**src/rtl/id_ex_stage.sv**
```systemverilog
// ID/EX pipeline register with write-back bypass,
// EX forwarding select precompute and load-use stall.
module id_ex_stage #(
  parameter int DATA_W = 32,
  parameter int ADDR_W = 5,
  parameter int CNT_W  = 16
) (
  input  logic              clk,
  input  logic              rst_n,
  input  logic              id_valid,
  input  logic [ADDR_W-1:0] id_rs_addr,
  input  logic [ADDR_W-1:0] id_rt_addr,
  input  logic [ADDR_W-1:0] id_rd_addr,
  input  logic [DATA_W-1:0] id_rs_data,
  input  logic [DATA_W-1:0] id_rt_data,
  input  logic [DATA_W-1:0] id_imm,
  input  logic [7:0]        id_ctrl,
  input  logic              flush,
  input  logic              exmem_reg_write,
  input  logic [ADDR_W-1:0] exmem_rd_addr,
  input  logic              wb_reg_write,
  input  logic [ADDR_W-1:0] wb_rd_addr,
  input  logic [DATA_W-1:0] wb_data,
  output logic              ex_valid,
  output logic [DATA_W-1:0] ex_rs_data,
  output logic [DATA_W-1:0] ex_rt_data,
  output logic [DATA_W-1:0] ex_imm,
  output logic [ADDR_W-1:0] ex_rs_addr,
  output logic [ADDR_W-1:0] ex_rt_addr,
  output logic [ADDR_W-1:0] ex_rd_addr,
  output logic [7:0]        ex_ctrl,
  output logic [1:0]        ex_fwd_a,
  output logic [1:0]        ex_fwd_b,
  output logic              stall,
  output logic [CNT_W-1:0]  stall_count
);

  localparam logic [CNT_W-1:0] CNT_ONE = CNT_W'(1);

  logic              r_valid;
  logic [DATA_W-1:0] r_rs_data;
  logic [DATA_W-1:0] r_rt_data;
  logic [DATA_W-1:0] r_imm;
  logic [ADDR_W-1:0] r_rs_addr;
  logic [ADDR_W-1:0] r_rt_addr;
  logic [ADDR_W-1:0] r_rd_addr;
  logic [7:0]        r_ctrl;
  logic [1:0]        r_fwd_a;
  logic [1:0]        r_fwd_b;
  logic [CNT_W-1:0]  r_cnt;

  logic              w_rd_nz;
  logic              w_hit_rs;
  logic              w_hit_rt;
  logic              w_stall;
  logic              w_bubble;
  logic              w_ex_prod;
  logic              w_mem_prod;
  logic              w_wb_rs;
  logic              w_wb_rt;
  logic [DATA_W-1:0] w_op_a;
  logic [DATA_W-1:0] w_op_b;
  logic [1:0]        w_fwd_a;
  logic [1:0]        w_fwd_b;

  assign w_rd_nz  = (r_rd_addr != '0);
  assign w_hit_rs = (r_rd_addr == id_rs_addr);
  assign w_hit_rt = (r_rd_addr == id_rt_addr);

  // Load in ID/EX feeding the ID instruction; flush overrides.
  assign w_stall = !flush && id_valid && r_valid
                 && r_ctrl[6] && w_rd_nz
                 && (w_hit_rs || w_hit_rt);

  assign w_bubble = flush || w_stall || !id_valid;

  assign w_wb_rs = wb_reg_write
                 && (wb_rd_addr == id_rs_addr);
  assign w_wb_rt = wb_reg_write
                 && (wb_rd_addr == id_rt_addr);

  assign w_op_a = (id_rs_addr == '0) ? '0
                : w_wb_rs ? wb_data : id_rs_data;
  assign w_op_b = (id_rt_addr == '0) ? '0
                : w_wb_rt ? wb_data : id_rt_data;

  assign w_ex_prod  = r_valid && r_ctrl[7] && w_rd_nz;
  assign w_mem_prod = exmem_reg_write
                    && (exmem_rd_addr != '0);

  assign w_fwd_a =
    (w_ex_prod && w_hit_rs) ? 2'b10 :
    (w_mem_prod && exmem_rd_addr == id_rs_addr)
      ? 2'b01 : 2'b00;

  assign w_fwd_b =
    (w_ex_prod && w_hit_rt) ? 2'b10 :
    (w_mem_prod && exmem_rd_addr == id_rt_addr)
      ? 2'b01 : 2'b00;

  always_ff @(posedge clk or negedge rst_n) begin
    if (!rst_n) begin
      r_valid   <= 1'b0;
      r_rs_data <= '0;
      r_rt_data <= '0;
      r_imm     <= '0;
      r_rs_addr <= '0;
      r_rt_addr <= '0;
      r_rd_addr <= '0;
      r_ctrl    <= '0;
      r_fwd_a   <= '0;
      r_fwd_b   <= '0;
    end else if (w_bubble) begin
      r_valid   <= 1'b0;
      r_rs_data <= '0;
      r_rt_data <= '0;
      r_imm     <= '0;
      r_rs_addr <= '0;
      r_rt_addr <= '0;
      r_rd_addr <= '0;
      r_ctrl    <= '0;
      r_fwd_a   <= '0;
      r_fwd_b   <= '0;
    end else begin
      r_valid   <= 1'b1;
      r_rs_data <= w_op_a;
      r_rt_data <= w_op_b;
      r_imm     <= id_imm;
      r_rs_addr <= id_rs_addr;
      r_rt_addr <= id_rt_addr;
      r_rd_addr <= id_rd_addr;
      r_ctrl    <= id_ctrl;
      r_fwd_a   <= w_fwd_a;
      r_fwd_b   <= w_fwd_b;
    end
  end

  always_ff @(posedge clk or negedge rst_n) begin
    if (!rst_n) begin
      r_cnt <= '0;
    end else if (w_stall && r_cnt != '1) begin
      r_cnt <= r_cnt + CNT_ONE;
    end
  end

  assign ex_valid    = r_valid;
  assign ex_rs_data  = r_rs_data;
  assign ex_rt_data  = r_rt_data;
  assign ex_imm      = r_imm;
  assign ex_rs_addr  = r_rs_addr;
  assign ex_rt_addr  = r_rt_addr;
  assign ex_rd_addr  = r_rd_addr;
  assign ex_ctrl     = r_ctrl;
  assign ex_fwd_a    = r_fwd_a;
  assign ex_fwd_b    = r_fwd_b;
  assign stall       = w_stall;
  assign stall_count = r_cnt;

endmodule

```
**config.mk**
```make
export PLATFORM = sky130hd
export DESIGN_NAME = id_ex_stage
export DESIGN_NICKNAME = d
export VERILOG_FILES = /design/src/rtl/id_ex_stage.sv
export SDC_FILE = /design/constraint.sdc
export NUM_CORES = 1
export LEC_CHECK = 0
export BUFFER_PORTS_ARGS = -buffer_cell sky130_fd_sc_hd__clkbuf_2
export CAP_MARGIN = 25
export CORE_ASPECT_RATIO = 1.1
export CORE_MARGIN = 10
export CORE_UTILIZATION = 40
export CTS_BUF_LIST = sky130_fd_sc_hd__clkbuf_2
export DETAILED_ROUTE_END_ITERATION = 10
export GPL_TIMING_DRIVEN = 0
export HOLD_SLACK_MARGIN = 0.03
export MAX_ROUTING_LAYER = met4
export PLACE_DENSITY_LB_ADDON = 0.08
export SLEW_MARGIN = 25
export SYNTH_ARGS = -nofsm -noshare
export SYNTH_HDL_FRONTEND = slang
export SYNTH_SLANG_ARGS = --single-unit
```
**constraint.sdc**
```tcl
create_clock -name clk -period 2.18 [get_ports clk]
set_input_delay 0.436 -clock clk [delete_from_list [all_inputs] [get_ports clk]]
set_output_delay 0.436 -clock clk [all_outputs]
set_load 0.02 [all_outputs]
```
==> Word level (Yosys, flattened, before mapping) <==
Index checks and enable logic that the tools add are counted.
{ "op_classes": {"n_addsub": 1, "eq_ne": 7, "muxes": 18, "n_reduce_logical": 24} }
{ "op_table": {"columns": ["operator", "count"], "rows": [
  ["2-to-1 mux 32 bit", 7],
  ["== test 5 bit", 6],
  ["adder 16 x 1 -> 16 bit, second input constant", 1],
  ["!= test 16 bit, second input constant", 1],
  ["logical AND 1 bit", 15],
  ["2-to-1 mux 5 bit", 3],
  ["zero test 5 bit", 2],
  ["nonzero test 5 bit", 2],
  ["2-to-1 mux 2 bit", 4],
  ["2-to-1 mux 8 bit", 1],
  ["logical OR 1 bit", 3],
  ["2-to-1 mux 1 bit", 3],
  ["zero test 1 bit", 2]
]} }
{ "word_totals": {"ff_bits": 140, "output_inout_bits": 141, "wordCells": 61} }

==> Logic depth before layout (Yosys ltp) <==
Gate-level depths: netlist of run 1.
{ "depth": {"depth_word": 9, "mapped_depth": 7, "depth_no_buf": 6} }

==> Worst setup path before layout of run 1 <==
No wires, ideal clock.
{ "synth_path": {"path_type": "flip-flop to output port", "start": "reg r_rd_addr[3], in the netlist ex_rd_addr[3]", "end": "out stall", "arrival_ns": 1.731, "required_ns": 1.744, "slack_ns": 0.013, "stages_incl_launch_ff": 7, "cell_sequence": "dfrtp_1 -> xor2_1 -> nor3_1 -> nand3_1 -> a21oi_2 -> buf_2 -> buf_2"} }
{ "synth_between": {"elab_chain_len": 3, "elab_cells_between_ends": 6, "classes_between": "2 x eq/ne; 4 x reduce/logical"} }
{ "synth_rtl": {"columns": ["item", "line", "rtl"], "rows": [
  ["start: declaration", "46", "logic [ADDR_W-1:0] r_rd_addr;"],
  ["start signal: assignment", "131", "r_rd_addr <= id_rd_addr;"],
  ["== test 5 bit (tied with other cells)", "67", "assign w_hit_rs = (r_rd_addr == id_rs_addr);"],
  ["logical OR 1 bit / logical AND 1 bit (equally long branches)", "73, 72", null],
  ["logical AND 1 bit *", "73", "&& (w_hit_rs || w_hit_rt);"],
  ["end: declaration", "34", "output logic stall,"]
]} }
Every way passes the cells marked *; elsewhere a longest branch is shown, timed or not.

==> Final worst setup path of run 1 <==
Ends and elaborated chain as after synthesis.

==> summary.md, run 1 <==
| Metric | Value |
|---|---|
| Routability congestion estimate | `0.9147` |
| Longest Clk Path Bufs | `2` |
| Endpoints failing setup | `1` |
| Sequential element share of the synthesized area | `0.5887` |
| RSZ-0062 raised after global routing | `yes` |
| Setup ws final | `-0.4303 ns` |
| Synth area leaders | `dfrtp_1 (59%), mux2i_1 (11%), nor3b_1 (6.9%)` |
| Reg clk slew, reported paths | `0.19 ns` |
| Fin crit period | `2.610 ns` |
| VDD IR max | `approximately 0.31 mV` |
| WP data required | `between 1.5 and 2 ns` |
| Failing checks | `negative setup slack` |
| # fillers | `1,106` |
| Root buf cell | `clkbuf_2` |
| Total of warnings raised by yosys | `0` |
| Syn_nets | `about 650` |
| Worst setup EP type | `primary output` |
| Slew headroom | `0.5497` |
| PD cells | `544.3 nW/µm²` |
| Post-DP Area | `7764 µm²` |
| Maxcap violations | `0` |
| Cell variety after synth | `37` |
| Final Skew | `0.03268 ns` |
| # IOs | `308` |
| Synth Flop Type | `dfrtp_1` |
| Fin crit share | `1.197` |
| CP Data Arrival Time | `2.17 ns` |
| Num CTS Buffers | `17` |
| Total power | `5.551 mW` |
| Starting Density | `0.4103` |
| DP Wirelength | `approximately 17 mm` |
| Avg Synthesized Cell Area | `12.40 µm²` |
| Reg2reg start | `ex_rd_addr[3]` |
| CTS tree | `built` |
| Slew Limit Fails | `0` |
| Vias in the first global route | `6,795` |
| IO buf count | `roughly 310` |
| P&R area growth vs syn | `71.38%` |
| Row count | `46` |
| CP max FO | `4` |
| EDFF count, synth | `0` |
| # nets final | `approximately 1.2k` |
| Final WL | `24.84 mm` |
| Kind of critical path | `reg2out` |
| Antenna Nets Post-Route | `0` |
| Number of remaining DRC errors | `0` |
| Via count | `6,033` |
| Placed instance count | `980` |
| Layout cell share with drive strength beyond 1 | `0.3912` |
| Hold Crit Class | `in2reg` |
| Leakage | `a little under 5 nW` |
| Drt pass-1 iters | `5` |
| Sink Count | `140` |
| CP startpoint | `ex_rd_addr[3]` |
| H-tree depth | `4` |
| Finished Layout Cells | `1,216` |
| Antenna violations before repair | `4` |
| Gate count of the mapped netlist | `480` |
| FMAX | `0.3831 GHz` |
| Ys async rst share | `1.000` |
| Outcome | `complete, but fails checks` |
| All-Layer GR Usage | `0.2520` |
| DR vias/cell | `4.961` |
| First-pass GRT wire length | `38.14 mm` |
| Slew @ Worst Pin | `~0.68 ns` |
| Top-area cell type share of the netlist area | `0.5887` |
| Initial DRC count | `272` |
| Clock latency on the worst-skew pair | `0.71 ns` |
| Die ar. | `20,160 µm²` |
| Setup TNS | `-0.4303 ns` |
| Yosys reg bits | `140` |
| DIE HEIGHT | `147.9 µm` |
| Die X-Extent | `136.3 µm` |
| Synth cell count leaders | `dfrtp_1 (140), nor3_1 (71), mux2i_1 (64)` |
| CORE AREA | `approximately 15,000 µm²` |
| Largest net degree at the start of global routing | `82` |
| Final instance area | `10,200 µm²` |
| Final Hold Viols | `0` |
| Most common cell in the netlist | `dfrtp_1` |
| Mapped Area | `approximately 6000 µm²` |
| Hold_sp | `flush` |
| Remaining Overflow, GRT | `0` |
| Critical path startpoint category | `register` |
| Largest area contributor in the netlist | `dfrtp_1` |
| Routed WL per cell | `20.43 µm` |
kinds of logic (layout without fill, tap and decap cells):
family / count (synthesis) / after routing / share of synthesized area
and+or+nand+nor: 166 / 166 / 0.1678
DFF: 140 / 140 / 0.5887
muxes: 68 / 68 / 0.1152
xor gates and xnor gates: 42 / 42 / 0.06182
buffers and inverters: 39 / 579 / 0.03238
AOI/OAI and AO/OA: 24 / 24 / 0.03196
adders and majority gates: 1 / 1 / 0.002102
other: 0 / 4 / 0
routing by layer:
layer / share of wire / wire [µm] / track usage
met2: 0.52 / 12970 / 0.4292
met1: 0.37 / 9274 / 0.2691
met4: 0.027 / 669 / 0.09808
met5: 0 / 0 / -
met3: 0.078 / 1927 / 0.07525
critical path, stage by stage, from the launching register on:
cell and delay (ns):
dfrtp_2 0.49, xor2_1 0.17, nor3_2 0.22, nand3_2 0.13
a21oi_4 0.21, buf_6 0.15, buf_8 0.11
per-stage QoR:
step | worst slack, ns | util | hold WS (ns)
2_1_floorplan | 0.01280 | - | 0.1404
3_3_place_gp | -1.575 | 0.5328 | 0.4836
3_5_place_dp | -0.8245 | 0.5353 | 0.4780
4_1_cts | -0.5805 | 0.6928 | 0.03500
5_1_grt | -0.6216 | 0.7032 | 0.05764
6_report | -0.4303 | 0.7032 | 0.1430
state kept, by name, indices dropped and copies added (netlist names):
name / flops
ex_ctrl: 8
ex_rs_addr: 5
ex_rt_addr: 5
ex_imm: 32
ex_fwd_a: 2
ex_fwd_b: 2
ex_valid: 1
ex_rd_addr: 5
ex_rt_data: 32
stall_count: 16
ex_rs_data: 32
cell type report:
class	instances	area, µm²	share of cell area
clock buffers	18	90.09	0.008833
inverters	4	15.01	0.001472
well taps	192	240.2	0.02356
plain buffers	34	182.7	0.01791
multi-input cells	301	2387	0.2341
repair buffers	509	3563	0.3494
flip-flops and latches	140	3510	0.3441
clock inverters	14	200.2	0.01963
diodes	4	10.01	0.0009815
power breakdown:
group          leakage [nW]  internal (mW)  switching, mW
combinational          2.90          0.525          0.512
sequential             1.88           2.69         0.0348
clock                 0.168          0.857          0.934
worst paths after layout:
| path | end | slack, ns | cells after the start |
|---|---|---|---|
| setup reg to reg | ex_imm[20] | 0.06 | 8 |
| min in group asynchronous | ex_rs_data[17] | 0.29 | 2 |
| setup / recovery | stall | -0.43 | 6 |
| max in group asynchronous | ex_imm[20] | 1.15 | 3 |
| hold reg to reg | stall_count[7] | 0.51 | 1 |
| hold / removal | ex_fwd_a[0] | 0.14 | 4 |
what timing repair did:
action	in CTS	in global routing
pin swaps	8	8
endpoints found under the hold margin	201	0
buffers inserted	9	5
setup endpoints to repair	122	16
hold buffers	187	0
resized for setup	15	33
cells in the final DEF, fill, tap and decap left out, drive strengths merged:
cell           n
and2           1
diode          4
a2111oi        8
o21ai          4
clkbuf       341
mux2i         64
a21oi          4
nor2b          1
o211ai         1
dfrtp        140
nand4          3
dlygate4sd3  187
nand4b         1
bufinv         5
clkinvlp       1
nand2          7
or2            1
xnor2         12
or3            1
nor3          71
nand2b         3
a211oi         5
nand3          9
nor2           3
or4            3
o2111ai        2
ha             1
nor3b         55
mux2           4
buf           33
clkinv         8
and3           2
inv            4
nor4           5
xor2          30
Power figures use the tool's default switching activity.
==> run 2: changes to the inputs <==
==> constraint.sdc (replaced) <==
create_clock -name clk -period 2.18 [get_ports clk]
set_input_delay 0.436 -clock clk [delete_from_list [all_inputs] [get_ports clk]]
set_output_delay 0.436 -clock clk [all_outputs]
set_load 0.1 [all_outputs]
==> run 2 against run 1 <==
Compared with the run above:
- the run still ends with negative setup slack left
- core utilization decreased by 1.3 points
- final area decreased by 1.8%
- die area unchanged
- setup slack got worse by 0.18 ns
- highest routed layer unchanged
==> summary.md, run 2 (synthesized netlist as in run 1, its figures left out) <==
| Metric | Value |
|---|---|
| M3 GR Usage | `0.07356` |
| Clock latency on the worst-skew pair | `0.70 ns` |
| Setup WS pre-CTS | `-0.7096 ns` |
| Die X-Extent | `136.3 µm` |
| Drt pass-1 iters | `4` |
| Worst R2R End | `stall_count[14]` |
| Antenna violations before repair | `1` |
| DP Wirelength | `around 17 mm` |
| CTS tree | `built` |
| Finished Core Util | `0.6903` |
| VDD IR max | `0.5059 mV` |
| Worst hold path depth | `3` |
| Min-Delay Endpoint | `ex_rs_data[26]` |
| CP max FO | `6` |
| H-tree depth | `4` |
| Final Hold Viols | `0` |
| Reg clk slew, reported paths | `about 0.20 ns` |
| Final Skew | `~0.029 ns` |
| Finished Layout Cells | `~1.2k` |
| Vias in the first global route | `6,863` |
| Leakage | `just under 5 nW` |
| Initial DRC count | `230` |
| Setup TNS | `-0.6142 ns` |
| Flop2flop setup slack | `about 0.010 ns` |
| Layout cell share with drive strength beyond 1 | `0.4022` |
| Die ar. | `around 20,000 µm²` |
| CORE AREA | `14,500 µm²` |
| Final WL | `24.17 mm` |
| Post-DP Area | `7856 µm²` |
| Root buf cell | `clkbuf_2` |
| # fillers | `1,123` |
| Slew Limit Fails | `0` |
| CP Data Arrival Time | `around 2.4 ns` |
| Sink Count | `140` |
| Number of remaining DRC errors | `0` |
| # nets final | `about 1.2k` |
| Longest Clk Path Bufs | `2` |
| Hold_ws | `0.08077 ns` |
| Hold_sp | `wb_data[26]` |
| Outcome | `complete, but fails checks` |
| Commonest non-fill, non-tap cell in the layout | `clkbuf_2` |
| Maxcap violations | `0` |
| Num CTS Buffers | `17` |
| First-pass GRT wire length | `between 30 and 40 mm` |
| Largest net degree at the start of global routing | `86` |
| Kind of critical path | `reg2out` |
| Fin crit share | `1.282` |
| Total power | `5.778 mW` |
| Slew headroom | `0.6144` |
| Most used routing layer | `met2` |
| Crit-path cells | `buf_4 -> nor4_2 -> nand2_1 -> nand2b_4 -> a21oi_4 -> buf_6 -> buf_12 -> clkbuf_16` |
| Row count | `46` |
| Setup ws final | `-0.6142 ns` |
| Routed WL per cell | `20.14 µm` |
| R2R cell count | `6` |
| RSZ-0062 raised after global routing | `yes` |
| # IOs | `308` |
| IO buf count | `307` |
| Critical path startpoint category | `register` |
| Most frequent cells in the layout | `clkbuf_2 (320), dlygate4sd3_1 (181), dfrtp_1 (120)` |
| Placed instance count | `980` |
| Failing checks | `negative setup slack` |
| DR vias/cell | `4.992` |
| DIE HEIGHT | `147.9 µm` |
| Starting Density | `0.4103` |
| Worst setup EP type | `primary output` |
| WP data required | `1.74 ns` |
| Endpoints failing setup | `1` |
| Via count | `5,990` |
| P&R area growth vs syn | `68.25%` |
| Critical Path Max Stage Delay | `0.54 ns` |
| FMAX | `0.3579 GHz` |
| PD cells | `577.1 nW/µm²` |
| Slowest CP cell | `dfrtp_4` |
| Hold Crit Class | `in2reg` |
| Reg2reg start | `ex_rd_addr[3]` |
| Met1 usage | `0.2612` |
| Antenna Nets Post-Route | `0` |
| Fin crit period | `2.794 ns` |
| Remaining Overflow, GRT | `0` |
| All-Layer GR Usage | `0.2463` |
| Final instance area | `10,010 µm²` |
| Routability congestion estimate | `0.8777` |
| Slew @ Worst Pin | `~0.56 ns` |
| Met2 usage | `0.4073` |
-- run 2: what timing repair did --
item | 4_1_cts | 5_1_grt
hold buffers | 180 | 1
endpoints found under the setup margin | 82 | 33
cloned | 0 | 0
pin swaps | 5 | 4
endpoints found under the hold margin | 174 | 1
buffers inserted | 6 | 0
gates resized for setup | 9 | 13
-- run 2: layout make-up --
type,count,area [µm²],share of cell area
Tap cell,192,240.2,0.02399
Timing Repair Buffer,495,3452,0.3448
Clock buffer,19,95.09,0.009498
Sequential cell,140,3543,0.3539
Antenna cell,1,2.502,0.0002499
Inverter,4,15.01,0.001500
Multi-Input combinational cell,301,2337,0.2334
Clock inverter,13,126.4,0.01262
Buffer,35,200.2,0.02000
-- run 2: report_power, final --
part	total [mW]	leakage, nW	internal (mW)	switching (mW)
sequential	2.73	1.85	2.69	0.0363
combinational	1.58	2.84	0.512	1.07
clock	1.47	0.142	0.522	0.952
total	5.78	4.83	3.72	2.06
-- run 2: worst max-delay path: cells and delay by family, from the launching register on --
kind            cells  cell delay, ns
flops               1            0.54
simple gates        3            0.49
compound gates      1            0.06
buf+inv             4            0.58
-- run 2: metal layers --
metal | share of wire | vias up
met3 | 0.079 | 82
met5 | 0 | -
li1 | - | 2741
met2 | 0.51 | 278
met4 | 0.047 | 0
met1 | 0.37 | 2889
-- run 2: worst max path at each step --
| stage | start | to | slack [ns] | depth (start not counted) |
|---|---|---|---|---|
| floorplan | ex_rd_addr[4] | stall | -0.05 | 6 |
| global placement | rst_n | ex_rd_addr[0] | -2.11 | 1 |
| detailed placement | id_rs_addr[0] | stall | -0.71 | 8 |
| CTS | ex_rd_addr[4] | stall | -0.67 | 7 |
| global route | ex_rd_addr[4] | stall | -0.75 | 7 |
| finish | ex_rd_addr[4] | stall | -0.61 | 8 |
==> run 3: changes to the inputs <==
--- a/config.mk
+++ b/config.mk
@@ -16,6 +16,7 @@
 export HOLD_SLACK_MARGIN = 0.03
 export MAX_ROUTING_LAYER = met4
 export PLACE_DENSITY_LB_ADDON = 0.08
+export REMOVE_ABC_BUFFERS = 1
 export SLEW_MARGIN = 25
 export SYNTH_ARGS = -nofsm -noshare
 export SYNTH_HDL_FRONTEND = slang
==> run 3 against run 2 <==
Compared with the run above:
- the run still ends with negative setup slack left
- via count is 0.73% lower
- clock power is 29% higher
- sequential cell count stayed put
- power is 7.7% higher
- final area is 3.0% higher
- final cell count is 0.92% lower
- global-route usage hardly changed
- combinational power hardly changed
- first-iteration DRC count is 46% higher
- hold slack better by 0.039 ns
- core utilization is 2.1 points higher
- critical endpoint unchanged
- largest power group unchanged
- highest routed layer unchanged
==> summary.md, run 3 (synthesized netlist as in run 1, its figures left out) <==
| Metric | Value |
|---|---|
| Initial DRC count | `336` |
| Slew headroom | `0.5436` |
| Critical Path Max Stage Delay | `0.49 ns` |
| Int Pwr | `4.103 mW` |
| Routability congestion estimate | `0.8146` |
| Worst R2R End | `ex_rs_data[17]` |
| RSZ-0062 raised after global routing | `yes` |
| Setup TNS | `-0.5569 ns` |
| FF/Latch Area | `about 3500 µm²` |
| Antenna violations before repair | `5` |
| Row count | `46` |
| Setup crit end | `stall` |
| Die X-Extent | `136.3 µm` |
| Hold Crit Class | `in2reg` |
| Starting Density | `0.4103` |
| First-pass GRT wire length | `37.15 mm` |
| Number of remaining DRC errors | `0` |
| Maxcap violations | `0` |
| CORE AREA | `between 10,000 and 15,000 µm²` |
| Antenna Nets Post-Route | `0` |
| Outcome | `complete, but fails checks` |
| Root buf cell | `clkbuf_2` |
| Layout cell share with drive strength beyond 1 | `0.3911` |
| PD cells | `603.3 nW/µm²` |
| Crit-path cells | `xor2_1 -> nor3_2 -> nand3_4 -> a21oi_4 -> buf_16 -> clkbuf_16` |
| IO buf count | `307` |
| Final Skew | `0.03219 ns` |
| Kind of critical path | `reg2out` |
| Critical path startpoint category | `register` |
| Num CTS Buffers | `17` |
| CP Data Arrival Time | `between 2 and 2.5 ns` |
| Sink Count | `140` |
| Worst setup EP type | `primary output` |
| Register share of total power | `0.438` |
| VDD IR max | `approximately 0.36 mV` |
| Clk pwr share | `0.304` |
| Clock latency on the worst-skew pair | `0.75 ns` |
| Via count | `5,946` |
| WP data required | `1.74 ns` |
| DR vias/cell | `5.001` |
| Worst path bufs/invs | `2` |
| Sw Ratio | `0.3405` |
| DP Wirelength | `15.81 mm` |
| P&R area growth vs syn | `73.28%` |
| Reg clk slew, reported paths | `0.22 ns` |
| CP max FO | `4` |
| CP Depth | `6` |
| Drt pass-1 iters | `7` |
| Most frequent cells in the layout | `clkbuf_2 (303), dlygate4sd3_1 (190), dfrtp_1 (135)` |
| Multi-input logic area | `2404 µm²` |
| NetSw | `2.118 mW` |
| Longest Clk Path Bufs | `2` |
| Commonest non-fill, non-tap cell in the layout | `clkbuf_2` |
| Die ar. | `20,160 µm²` |
| Failing checks | `negative setup slack` |
| Fin crit share | `1.255` |
| All-Layer GR Usage | `0.2465` |
| Final Hold Viols | `0` |
| Comb pwr share | `0.259` |
| Endpoints failing setup | `1` |
| CP startpoint | `ex_rd_addr[1]` |
| # fillers | `1,049` |
| Flop2flop setup slack | `approximately 0.040 ns` |
| CTS tree | `built` |
| Final WL | `24.14 mm` |
| # nets final | `1,147` |
| Setup ws final | `-0.5569 ns` |
| Remaining Overflow, GRT | `0` |
| Routed WL per cell | `between 20 and 25 µm` |
| Setup WS pre-CTS | `-1.357 ns` |
| Largest net degree at the start of global routing | `82` |
| # IOs | `308` |
| Slew @ Worst Pin | `0.6820 ns` |
| H-tree depth | `4` |
| Slowest CP cell | `dfrtp_2` |
| Leakage | `4.929 nW` |
| R2R cell count | `8` |
| Reg2reg start | `ex_rd_addr[1]` |
| Fin crit period | `2.737 ns` |
| FMAX | `0.3654 GHz` |
| Slew Limit Fails | `0` |
| CP top delay family | `flip-flops` |
| DIE HEIGHT | `about 150 µm` |
| Vias in the first global route | `6,834` |
run 3: changes by cell type in the layout (fill, tap and decap cells not counted), moves of 4 or more:
cell,change
clkbuf_2,-17
clkbuf_1,-16
dfrtp_1,+15
clkbuf_4,+14
dfrtp_2,-9
dlygate4sd3_1,+9
buf_16,+6
buf_2,-6
buf_4,-6
dfrtp_4,-6
clkinv_2,-4
diode_2,+4
run 3: per-stage QoR:
stage                 util  std cells  hold slack (ns)  area, µm²  total power [mW]
finish              0.7109       1189           0.1198      10310             6.221
global route        0.7109       1189           0.1206      10310             6.457
CTS                 0.7063       1184          0.03306      10240             6.240
detailed placement  0.5415        954           0.4901       7854             4.050
global placement    0.5205        944           0.4875       7550             4.015
floorplan                -        445           0.1404       5773             3.624
run 3: power groups by stage:
stage | clock network (mW) | registers, mW | logic [mW]
2_1_floorplan | 0 | 3.43 | 0.193
3_3_place_gp | 0 | 2.77 | 1.25
3_5_place_dp | 0 | 2.77 | 1.28
4_1_cts | 1.93 | 2.72 | 1.59
5_1_grt | 2.03 | 2.73 | 1.69
6_report | 1.89 | 2.72 | 1.61
run 3: timing repair:
| action | in CTS | in global routing |
|---|---|---|
| buffers inserted | 10 | 0 |
| gates cloned | 1 | 0 |
| endpoints found under the setup margin | 147 | 56 |
| gates resized for setup | 33 | 17 |
| hold endpoints to repair | 201 | 0 |
| pin swaps | 5 | 0 |
| hold buffers | 190 | 0 |
run 3: layout make-up:
class,instances,area share
Timing Repair Buffer,515,0.3707
Sequential cell,140,0.3404
Multi-Input combinational cell,301,0.2331
Tap cell,192,0.02330
Clock inverter,14,0.02111
Clock buffer,18,0.008737
Inverter,4,0.001456
Antenna cell,5,0.001213
run 3: per-layer routing:
| layer | wire, µm | global-route usage |
|---|---|---|
| met1 | 8846 | 0.2515 |
| met4 | 790 | 0.1119 |
| met2 | 12360 | 0.4146 |
| met5 | 0 | - |
| met3 | 2141 | 0.08983 |
run 3: worst min path at each step:
stage                               from              to  slack [ns]  cells after the start
after global placement    stall_count[7]  stall_count[7]        0.49                      1
after global routing       id_rs_addr[4]     ex_fwd_a[0]        0.12                      4
after CTS                  id_rt_addr[1]     ex_fwd_b[0]        0.03                      4
final                      id_rs_addr[4]     ex_fwd_a[0]        0.12                      4
after detailed placement  stall_count[7]  stall_count[7]        0.49                      1
after floorplan                    rst_n      ex_ctrl[0]        0.14                      0
run 3: tightest hold or removal path: cells and delay by family:
family / cells / cell delay (ns)
xor gates and xnor gates: 1 / 0.10
AOI/OAI and AO/OA: 1 / 0.08
and+or+nand+nor: 1 / 0.05
buffers and inverters: 1 / 0.19
